==> src/rtl/planning_multi_pkg.sv <==
// Shared definitions for the planning_multi block.
//   dir_e       : one-hot-free encoding of the single robot step taken per cycle
//   grid_max()  : last valid coordinate of the 3K x 3K grid
//   wall_lo/hi(): x coordinates of the two wall segments (x=K for y<2K, x=2K for y>=2K)
package planning_multi_pkg;

   typedef enum logic [2:0] {
      DIR_NONE  = 3'd0,
      DIR_DOWN  = 3'd1,
      DIR_UP    = 3'd2,
      DIR_LEFT  = 3'd3,
      DIR_RIGHT = 3'd4
   } dir_e;

   localparam int K_DEF = 2;

   function automatic int grid_max(input int k);
      return 3 * k - 1;
   endfunction

   // Lower wall sits between columns K-1 and K; upper wall between 2K-1 and 2K.
   function automatic int wall_lo(input int k);
      return k;
   endfunction

   function automatic int wall_hi(input int k);
      return 2 * k;
   endfunction

endpackage

==> src/rtl/rt_event_counter.sv <==
// Wrapping event counter with one tapped bit.
//   clk, rst_n : clock, async active-low reset (state -> 0)
//   inc        : count enable; state holds when low
//   tap        : bit TAP of the current state
// Sequence: 0,1,..,CNT_WRAP,0,...
module rt_event_counter #(
   parameter int CNT_W    = 11,
   parameter int CNT_WRAP = 32,
   parameter int TAP      = 2
) (
   input  logic clk,
   input  logic rst_n,
   input  logic inc,
   output logic tap
);

   logic [CNT_W-1:0] state;

   always_ff @(posedge clk or negedge rst_n) begin
      if (!rst_n)
         state <= '0;
      else if (inc)
         state <= (state < CNT_W'(CNT_WRAP)) ? state + CNT_W'(1) : '0;
   end

   assign tap = state[TAP];

endmodule

==> src/rtl/planning_multi.sv <==
// Robot / obstacle grid monitor.
//   clk, rst_n               : clock, async active-low reset
//   move_robot               : robot move request
//   controllable_{up,down,left,right} : robot direction selects
//   move_obs_{up,down,left,right}[N_OBS] : per-obstacle direction requests
//   _rt_robot, _rt_obs       : event fired this cycle (combinational)
//   error                    : sticky, set by a collision while exclusivity holds
//   excl                     : sticky, at most one event per cycle so far
//   collide                  : robot shares a cell with some obstacle
// The robot cannot cross the wall segments; obstacles can go anywhere but are
// frozen while their maintenance bit is set. The robot is frozen by shock.
module planning_multi
   import planning_multi_pkg::*;
#(
   parameter int K         = 2,
   parameter int N_OBS     = 2,
   parameter int COORD_W   = 4,
   parameter int CNT_W     = 11,
   parameter int CNT_WRAP  = 32,
   parameter int MAINT_BIT = 2,
   parameter int SHOCK_BIT = 7
) (
   input  logic             clk,
   input  logic             rst_n,
   input  logic             move_robot,
   input  logic             controllable_up,
   input  logic             controllable_down,
   input  logic             controllable_left,
   input  logic             controllable_right,
   input  logic [N_OBS-1:0] move_obs_up,
   input  logic [N_OBS-1:0] move_obs_down,
   input  logic [N_OBS-1:0] move_obs_left,
   input  logic [N_OBS-1:0] move_obs_right,
   output logic             _rt_robot,
   output logic [N_OBS-1:0] _rt_obs,
   output logic             error,
   output logic             excl,
   output logic             collide
);

   localparam logic [COORD_W-1:0] MAXC   = COORD_W'(grid_max(K));
   localparam logic [COORD_W-1:0] WLO    = COORD_W'(wall_lo(K));
   localparam logic [COORD_W-1:0] WHI    = COORD_W'(wall_hi(K));
   localparam logic [COORD_W-1:0] WLO_M1 = COORD_W'(wall_lo(K) - 1);
   localparam logic [COORD_W-1:0] WHI_M1 = COORD_W'(wall_hi(K) - 1);
   localparam logic [COORD_W-1:0] ONE    = COORD_W'(1);

   logic                            notfirst;
   logic                            live;
   logic                            cur_excl;
   logic                            shock;
   logic [N_OBS-1:0]                maint;
   logic [N_OBS:0]                  ev;

   logic [COORD_W-1:0]              robot_x, robot_y, robot_nx, robot_ny;
   logic [N_OBS-1:0][COORD_W-1:0]   obs_x, obs_y, obs_nx, obs_ny;

   logic                            can_dn, can_up, can_lf, can_rt;
   dir_e                            dir;

   // ---------------- events ----------------
   assign live      = notfirst & ~error;
   assign _rt_robot = live & move_robot;
   assign _rt_obs   = {N_OBS{live}} &
                      (move_obs_up | move_obs_down | move_obs_left | move_obs_right);
   // At most one bit set <=> clearing the lowest set bit leaves zero.
   assign ev        = {_rt_robot, _rt_obs};
   assign cur_excl  = ((ev & (ev - 1'b1)) == '0);

   always_comb begin
      collide = 1'b0;
      for (int i = 0; i < N_OBS; i++)
         if (robot_x == obs_x[i] && robot_y == obs_y[i]) collide = 1'b1;
   end

   // ---------------- robot step ----------------
   always_comb begin
      can_dn = (robot_y != '0);
      can_up = (robot_y != MAXC);
      can_lf = (robot_x != '0) &&
               !(robot_x == WLO && robot_y <  WHI) &&
               !(robot_x == WHI && robot_y >= WHI);
      can_rt = (robot_x != MAXC) &&
               !(robot_x == WLO_M1 && robot_y <  WHI) &&
               !(robot_x == WHI_M1 && robot_y >= WHI);

      // First requested direction that is not blocked wins.
      dir = DIR_NONE;
      if (_rt_robot && !shock) begin
         if      (controllable_down  && can_dn) dir = DIR_DOWN;
         else if (controllable_up    && can_up) dir = DIR_UP;
         else if (controllable_left  && can_lf) dir = DIR_LEFT;
         else if (controllable_right && can_rt) dir = DIR_RIGHT;
      end

      robot_nx = robot_x;
      robot_ny = robot_y;
      case (dir)
         DIR_DOWN:  robot_ny = robot_y - ONE;
         DIR_UP:    robot_ny = robot_y + ONE;
         DIR_LEFT:  robot_nx = robot_x - ONE;
         DIR_RIGHT: robot_nx = robot_x + ONE;
         default:   ;
      endcase
   end

   // ---------------- obstacle steps ----------------
   // Vertical and horizontal axes move independently, each saturating.
   always_comb begin
      obs_nx = obs_x;
      obs_ny = obs_y;
      for (int i = 0; i < N_OBS; i++) begin
         if (_rt_obs[i] && !maint[i]) begin
            if (move_obs_up[i]) begin
               if (obs_y[i] != MAXC) obs_ny[i] = obs_y[i] + ONE;
            end else if (move_obs_down[i]) begin
               if (obs_y[i] != '0) obs_ny[i] = obs_y[i] - ONE;
            end
            if (move_obs_left[i]) begin
               if (obs_x[i] != '0) obs_nx[i] = obs_x[i] - ONE;
            end else if (move_obs_right[i]) begin
               if (obs_x[i] != MAXC) obs_nx[i] = obs_x[i] + ONE;
            end
         end
      end
   end

   // ---------------- event counters ----------------
   for (genvar i = 0; i < N_OBS; i++) begin : g_maint
      rt_event_counter #(.CNT_W(CNT_W), .CNT_WRAP(CNT_WRAP), .TAP(MAINT_BIT)) u_cnt (
         .clk   (clk),
         .rst_n (rst_n),
         .inc   (_rt_obs[i]),
         .tap   (maint[i])
      );
   end

   rt_event_counter #(.CNT_W(CNT_W), .CNT_WRAP(CNT_WRAP), .TAP(SHOCK_BIT)) u_shock (
      .clk   (clk),
      .rst_n (rst_n),
      .inc   (|_rt_obs),
      .tap   (shock)
   );

   // ---------------- state ----------------
   always_ff @(posedge clk or negedge rst_n) begin
      if (!rst_n) begin
         notfirst <= 1'b0;
         excl     <= 1'b0;
         error    <= 1'b0;
         robot_x  <= '0;
         robot_y  <= '0;
         obs_x    <= '0;
         obs_y    <= '0;
      end else if (!notfirst) begin
         // Initial placement; no moves on this edge.
         notfirst <= 1'b1;
         excl     <= 1'b1;
         for (int i = 0; i < N_OBS; i++) begin
            obs_x[i] <= COORD_W'((2 + 2 * i) % (3 * K));
            obs_y[i] <= '0;
         end
      end else begin
         excl    <= excl & cur_excl;
         error   <= error | (excl & cur_excl & collide);
         robot_x <= robot_nx;
         robot_y <= robot_ny;
         obs_x   <= obs_nx;
         obs_y   <= obs_ny;
      end
   end

endmodule

==> config.mk <==
export PLATFORM = sky130hd
export DESIGN_NAME = planning_multi
export DESIGN_NICKNAME = d
export VERILOG_FILES = /design/src/rtl/planning_multi_pkg.sv /design/src/rtl/rt_event_counter.sv /design/src/rtl/planning_multi.sv
export SDC_FILE = /design/constraint.sdc
export NUM_CORES = 1
export LEC_CHECK = 0
export ABC_AREA = 1
export ABC_CLOCK_PERIOD_IN_PS = 5120
export CELL_PAD_IN_SITES_DETAIL_PLACEMENT = 0
export CELL_PAD_IN_SITES_GLOBAL_PLACEMENT = 1
export CORE_ASPECT_RATIO = 1.1
export CORE_MARGIN = 3
export CORE_UTILIZATION = 42
export CTS_CLUSTER_DIAMETER = 60
export CTS_CLUSTER_SIZE = 40
export DETAILED_ROUTE_END_ITERATION = 7
export GPL_TIMING_DRIVEN = 0
export PLACE_DENSITY_LB_ADDON = 0.1
export SYNTH_ARGS = -nofsm -noshare
export SYNTH_HDL_FRONTEND = slang
export SYNTH_SLANG_ARGS = --single-unit
==> constraint.sdc <==
create_clock -name clk -period 5.12 [get_ports clk]
set_clock_uncertainty 0.05 [all_clocks]
set_input_delay 1.536 -clock clk [delete_from_list [all_inputs] [get_ports clk]]
set_output_delay 1.536 -clock clk [all_outputs]
set_load 0.01 [all_outputs]
Word level (Yosys, flattened, before mapping)
Cells that the tools add are included.

Add/sub/neg operators: 16. Multiply operators: 0. Div/mod/pow operators: 0. Order comparisons: 5. Eq/ne operators: 32. Shift operators: 0. Muxes and demuxes: 35. Bitwise logic cells: 11. Reduce and logical (&&, ||, !) cells: 40.

Operators by type and width (count): 4-bit 2-to-1 mux (20); 11-bit by 1-bit adder with 11-bit output, second input constant (3); 11-bit by 6-bit less-than comparator with 1-bit output, second input constant (3); 11-bit 2-to-1 mux (3); 4-bit by 1-bit adder with 4-bit output, second input constant (6); 3-bit by 2-bit inequality test with 1-bit output, second input constant (8); 4-bit by 3-bit inequality test with 1-bit output, second input constant (6); 4-bit nonzero test (6); 4-bit by 1-bit subtractor with 4-bit output, second input constant (6); 1-bit logical AND (17); 4-bit == test (4); 8-bit 2-to-1 mux (2); 4-bit case mux with 2 select lines (2); 4-bit AND reduction (4); 3-bit 2-to-1 mux (5); 3-bit inequality test, second input constant (4); 4-bit by 2-bit == test with 1-bit output, second input constant (2); 1-bit zero test (7); 3-bit by 2-bit == test with 1-bit output, second input constant (2); 2-bit bitwise OR (3); 1-bit AND (4); 4-bit by 1-bit == test with 1-bit output, second input constant (1); 4-bit by 3-bit == test with 1-bit output, second input constant (1); 4-bit by 3-bit greater-or-equal comparator with 1-bit output, second input constant (1); 14 further kinds (19).

Flip-flop bits (word level): 60. Bits in latches: 0. RAM bits: 0. ROM bits: 0. Input port bits: 15. Output and inout port bits: 6. Word-level logic and storage cells: 151. Memories kept: 0.

Depth between registers and ports, before layout
Depth in word-level cells: 14. Mapped depth: 17. Gate-level depth less buffers: 17.

Cells and area by module
From an unflattened synthesis, not the netlist that was laid out.

Cells, all modules: 416. Area, all modules: 3190.6 sq um.

Modules (own cells, without submodules): planning_multi (instances 1, cells an instance 288, area an instance 2157.1 sq um, seq. area each 675.6 sq um); rt_event_counter at g_maint[0].u_cnt ... (instances 2, cells an instance 62, area an instance 498.0 sq um, seq. area each 275.3 sq um); rt_event_counter at u_shock (instances 1, cells an instance 4, area an instance 37.5 sq um, seq. area each 25.0 sq um).

Worst setup path before layout
Ideal clock, no wire load.

Path type: input -> output. From: input move_obs_down[1]. To: output _rt_obs[1]. Arrival time: 2.228 ns. Data required time: 3.534 ns. Path slack: 1.306 ns. Stages on the path: 6. Buffers on the path: 2. Path through: nor2_1 -> nand2_1 -> nand2_2 -> inv_2 -> buf_2 -> buf_4.

Longest elaborated chain between the ends: 4.

Ends and longest elaborated chain: start: declaration (line planning_multi.sv:31) `input logic [N_OBS-1:0] move_obs_down,`; 2-bit bitwise OR (3 in series) (line planning_multi.sv:65) `(move_obs_up | move_obs_down | move_obs_left | move_obs_right);`; 2-bit AND (line planning_multi.sv:64) `assign _rt_obs = {N_OBS{live}} &`; end: declaration (line planning_multi.sv:35) `output logic [N_OBS-1:0] _rt_obs,`.

Every way passes these cells.

Worst setup path after layout
From: input move_obs_right[1]. To: output _rt_obs[1].

Longest elaborated chain between the ends: 2.

Ends and longest elaborated chain: start: declaration (line planning_multi.sv:33) `input logic [N_OBS-1:0] move_obs_right,`; 2-bit bitwise OR (line planning_multi.sv:65); 2-bit AND (line planning_multi.sv:64).

Every way passes these cells.

==> qor.yml <==
run_status:
  status: "finished, final reports clean"
drt:
  detail-route-antenna-nets: 0
  vias: 2579
  drt_first_pass_iters: 4
  vias_per_cell: 5.05
  totalWireLength_um: 6610
  drtIter0Drc: 68
  drc: 0
  post_drt_wl_per_cell_um: 12.9
worst_setup_path:
  r2r_start: "robot_x[0]$_DFFE_PN0P_"
  rr_endpoint: "robot_y[3]$_DFFE_PN0P_"
  critPathTopFamily: "buffers and inverters"
  cp_slowest_stage_delay_ns: 0.52
  worstPathArrival_ns: 3.31
  critPathLaunchType: "input port"
  crit_slowest_cell: "clkdlybuf4s50_1"
  reg2reg_depth: 17
  cp_max_fo: 10
  critical_path_class: "in -> out"
  end_kind: "primary output"
  r2r_setup_slack_ns: 2.32
  cp_num_buf_inv: 5
  path_depth: 8
  required_ns: 3.53
  crit_top_cell: "clkdlybuf4s50_1"
  crit_chain: "clkdlybuf4s50_1, nor2_1, nand2_1, nand2_2, inv_2, buf_2, buf_4, clkdlybuf4s50_1"
  crit_path_start: "move_obs_right[1]"
  endpoint: "_rt_obs[1]"
clock_tree:
  tritoncts: "built"
  post_cts_buffers: 0
  clk_latency_ns: 0.30
  cts_root_buf: "clkbuf_8"
  path_clk_slew_ns: 0.09
  h-tree-depth: 2
  cts_buffers: 5
  cts_buffer_depth: 2
  clkSinkCount: 50
sta:
  max_freq_ghz: 0.204
  period_share_pct: 95.7
  fin_crit_ns: 4.90
  hold_viol_final: 0
  tns_ns: 0
  setup_viol: 0
  slew_viol_final: 0
  holdWs_ns: 0.448
  rsz0062_at_grt: "false"
worst_hold_path:
  hold_class: "reg -> reg"
pwr:
  p_total_uw: 806
  ir_worst_vdd_uv: 152
  p_leak_nw: 1.73
  power_density_mw_per_mm2: 221
layout:
  n_fill_cell: 695
  final_util_pct: 50.9
  final_cell_mix: "nand2_1 (78), inv_1 (53), dfrtp_1 (50)"
  syn_to_final_growth_pct: 14.7
  design_area_mm2: 0.00364
  layout.nets: 461
  mostFrequentLayoutCell: "nand2_1"
  drive_gt1_share_pct: 7.98
  diodes: 0
yosys:
  ys_seq_area_share_pct: 39.4
  synth_fp_nets: 433
  syn_area_mm2: 0.00318
  ys_types: 35
  synth_warnings: 0
  ys_ff_latch: 50
  synth.avg_cell_area_um2: 8.00
  syn_inst: 397
grt:
  overflow: 0
  grt_start_max_net_pins: 35
  grt_usage_pct: 17.0
  antenna_found_initial: 0
  grt_pass1_wl_um: 11800
  grt_pass1_vias: 2508
placed_design:
  dpl-instance-area_mm2: 0.00350
  port_buffers: 20
  dp_hpwl_um: 5080
  place_congestion: 0.795
floorplanning:
  fp.coreArea_mm2: 0.00717
  start_util_pct: 44.3
  die_area_mm2: 0.00864
  rows: 32
  die_h_um: 97.2
  die_x_um: 88.9
  io_pins: 21
run:
  drv_cap: 0
## cells by family (layout without fill, tap and decap cells)
| logic type | count (synthesis) | in the layout | share of synthesized area [%] |
|---|---|---|---|
| buffers and inverters | 65 | 94 | 8.27 |
| AND/OR/NAND/NOR | 175 | 175 | 24.8 |
| flip-flops | 50 | 50 | 39.4 |
| AO/OA/AOI/OAI | 62 | 62 | 11.6 |
| other | 1 | 1 | 0.118 |
| XOR/XNOR | 23 | 23 | 6.34 |
| adder cells (fa/ha/maj) | 21 | 21 | 9.45 |
## sequential cells by signal, summed over array words and instances, names as in the netlist
signal               count
robot_x                  4
g_maint.u_cnt.state     22
obs_y                    8
notfirst                 1
u_shock.state            1
error                    1
robot_y                  4
excl                     1
obs_x                    8
## Yosys cell counts
master,n,share of area (%)
o21bai_4,1,0.59
nand4_1,12,2.4
a21oi_4,1,0.51
nand3_1,26,4.1
o31ai_1,2,0.47
o32ai_1,1,0.28
ha_1,16,6.3
a21oi_1,12,1.9
fa_1,5,3.2
a31oi_1,3,0.59
nor3_1,9,1.4
nor2_2,3,0.59
or2_2,1,0.20
buf_2,3,0.47
clkinv_1,1,0.12
nor2_4,3,1.1
xnor2_1,15,4.1
nand2_2,4,0.79
conb_1,1,0.12
inv_2,4,0.47
xor2_1,8,2.2
a211oi_1,3,0.71
o22ai_1,11,2.2
nor2_1,35,4.1
o21ai_1,4,0.63
inv_1,53,6.3
buf_6,1,0.35
dfrtp_1,50,39
or2_0,1,0.20
o21ai_0,24,3.8
nand2_4,1,0.35
buf_4,2,0.47
nor4_1,2,0.39
nand2_1,78,9.2
buf_1,1,0.12
## how the worst min path moves through the flow
stage,startpoint,endpoint,depth (start not counted)
finish,g_maint[0].u_cnt.state[10]$_DFFE_PN0P_,g_maint[0].u_cnt.state[10]$_DFFE_PN0P_,2
global route,g_maint[0].u_cnt.state[7]$_DFFE_PN0P_,g_maint[0].u_cnt.state[7]$_DFFE_PN0P_,2
CTS,g_maint[0].u_cnt.state[10]$_DFFE_PN0P_,g_maint[0].u_cnt.state[10]$_DFFE_PN0P_,2
detailed placement,g_maint[1].u_cnt.state[7]$_DFFE_PN0P_,g_maint[1].u_cnt.state[7]$_DFFE_PN0P_,2
global placement,g_maint[0].u_cnt.state[6]$_DFFE_PN0P_,g_maint[0].u_cnt.state[6]$_DFFE_PN0P_,2
floorplan,g_maint[1].u_cnt.state[5]$_DFFE_PN0P_,g_maint[1].u_cnt.state[5]$_DFFE_PN0P_,2
## worst reg2reg max path, stage by stage, from the launching register on
cell and delay, ns:
dfrtp_1 0.54, inv_1 0.16, ha_1 0.24, inv_1 0.08, nand2_1 0.06, nand2_1 0.08
nand2_1 0.07, nand2_1 0.10, nand4_1 0.20, ha_1 0.39, nand2_1 0.08, nand2_1 0.04
a31oi_1 0.20, inv_1 0.06, o21ai_0 0.19, nand2_1 0.07, nand2_1 0.06, nand2_1 0.05
## routing by layer
| metal | vias to the layer above | GRT usage, % | wire length, um |
|---|---|---|---|
| met3 | 6 | 3.05 | 191 |
| met1 | 1192 | 23.1 | 3130 |
| met5 | - | 0 | 0 |
| li1 | 1352 | - | - |
| met4 | 0 | 4.42 | 70 |
| met2 | 29 | 27.7 | 3220 |
## cell type report
type                    instances  area, um^2  share of cell area [%]
plain buffers                   7        45.0                    1.24
clock buffers                   6        82.6                    2.27
clock inverters                 2        60.1                    1.65
inverters                      58         218                    5.97
multi-input cells             282        1660                    45.6
flip-flops and latches         50        1250                    34.3
well taps                      85         106                    2.92
repair buffers                 21         219                    6.01
## what timing repair did
action	4_1_cts	5_1_grt
resized for setup	1	2
cloned	0	0
hold buffers	0	0
endpoints found under the setup margin	1	2
## where the power goes
part	total, mW	internal [mW]	leakage [nW]	switching (mW)
logic	0.0631	0.0258	1.03	0.0373
clock network	0.340	0.208	0.0714	0.132
registers	0.402	0.399	0.627	0.00374
total	0.806	0.633	1.73	0.173
## stage by stage
step / setup slack, ns / std cells
2_1_floorplan: 1.31 / 397
6_report: 0.221 / 511
4_1_cts: 0.0491 / 511
3_3_place_gp: -0.0154 / 502
5_1_grt: 0.0905 / 511
3_5_place_dp: -0.0364 / 503
Note: power is estimated with default switching activity, not from simulation.
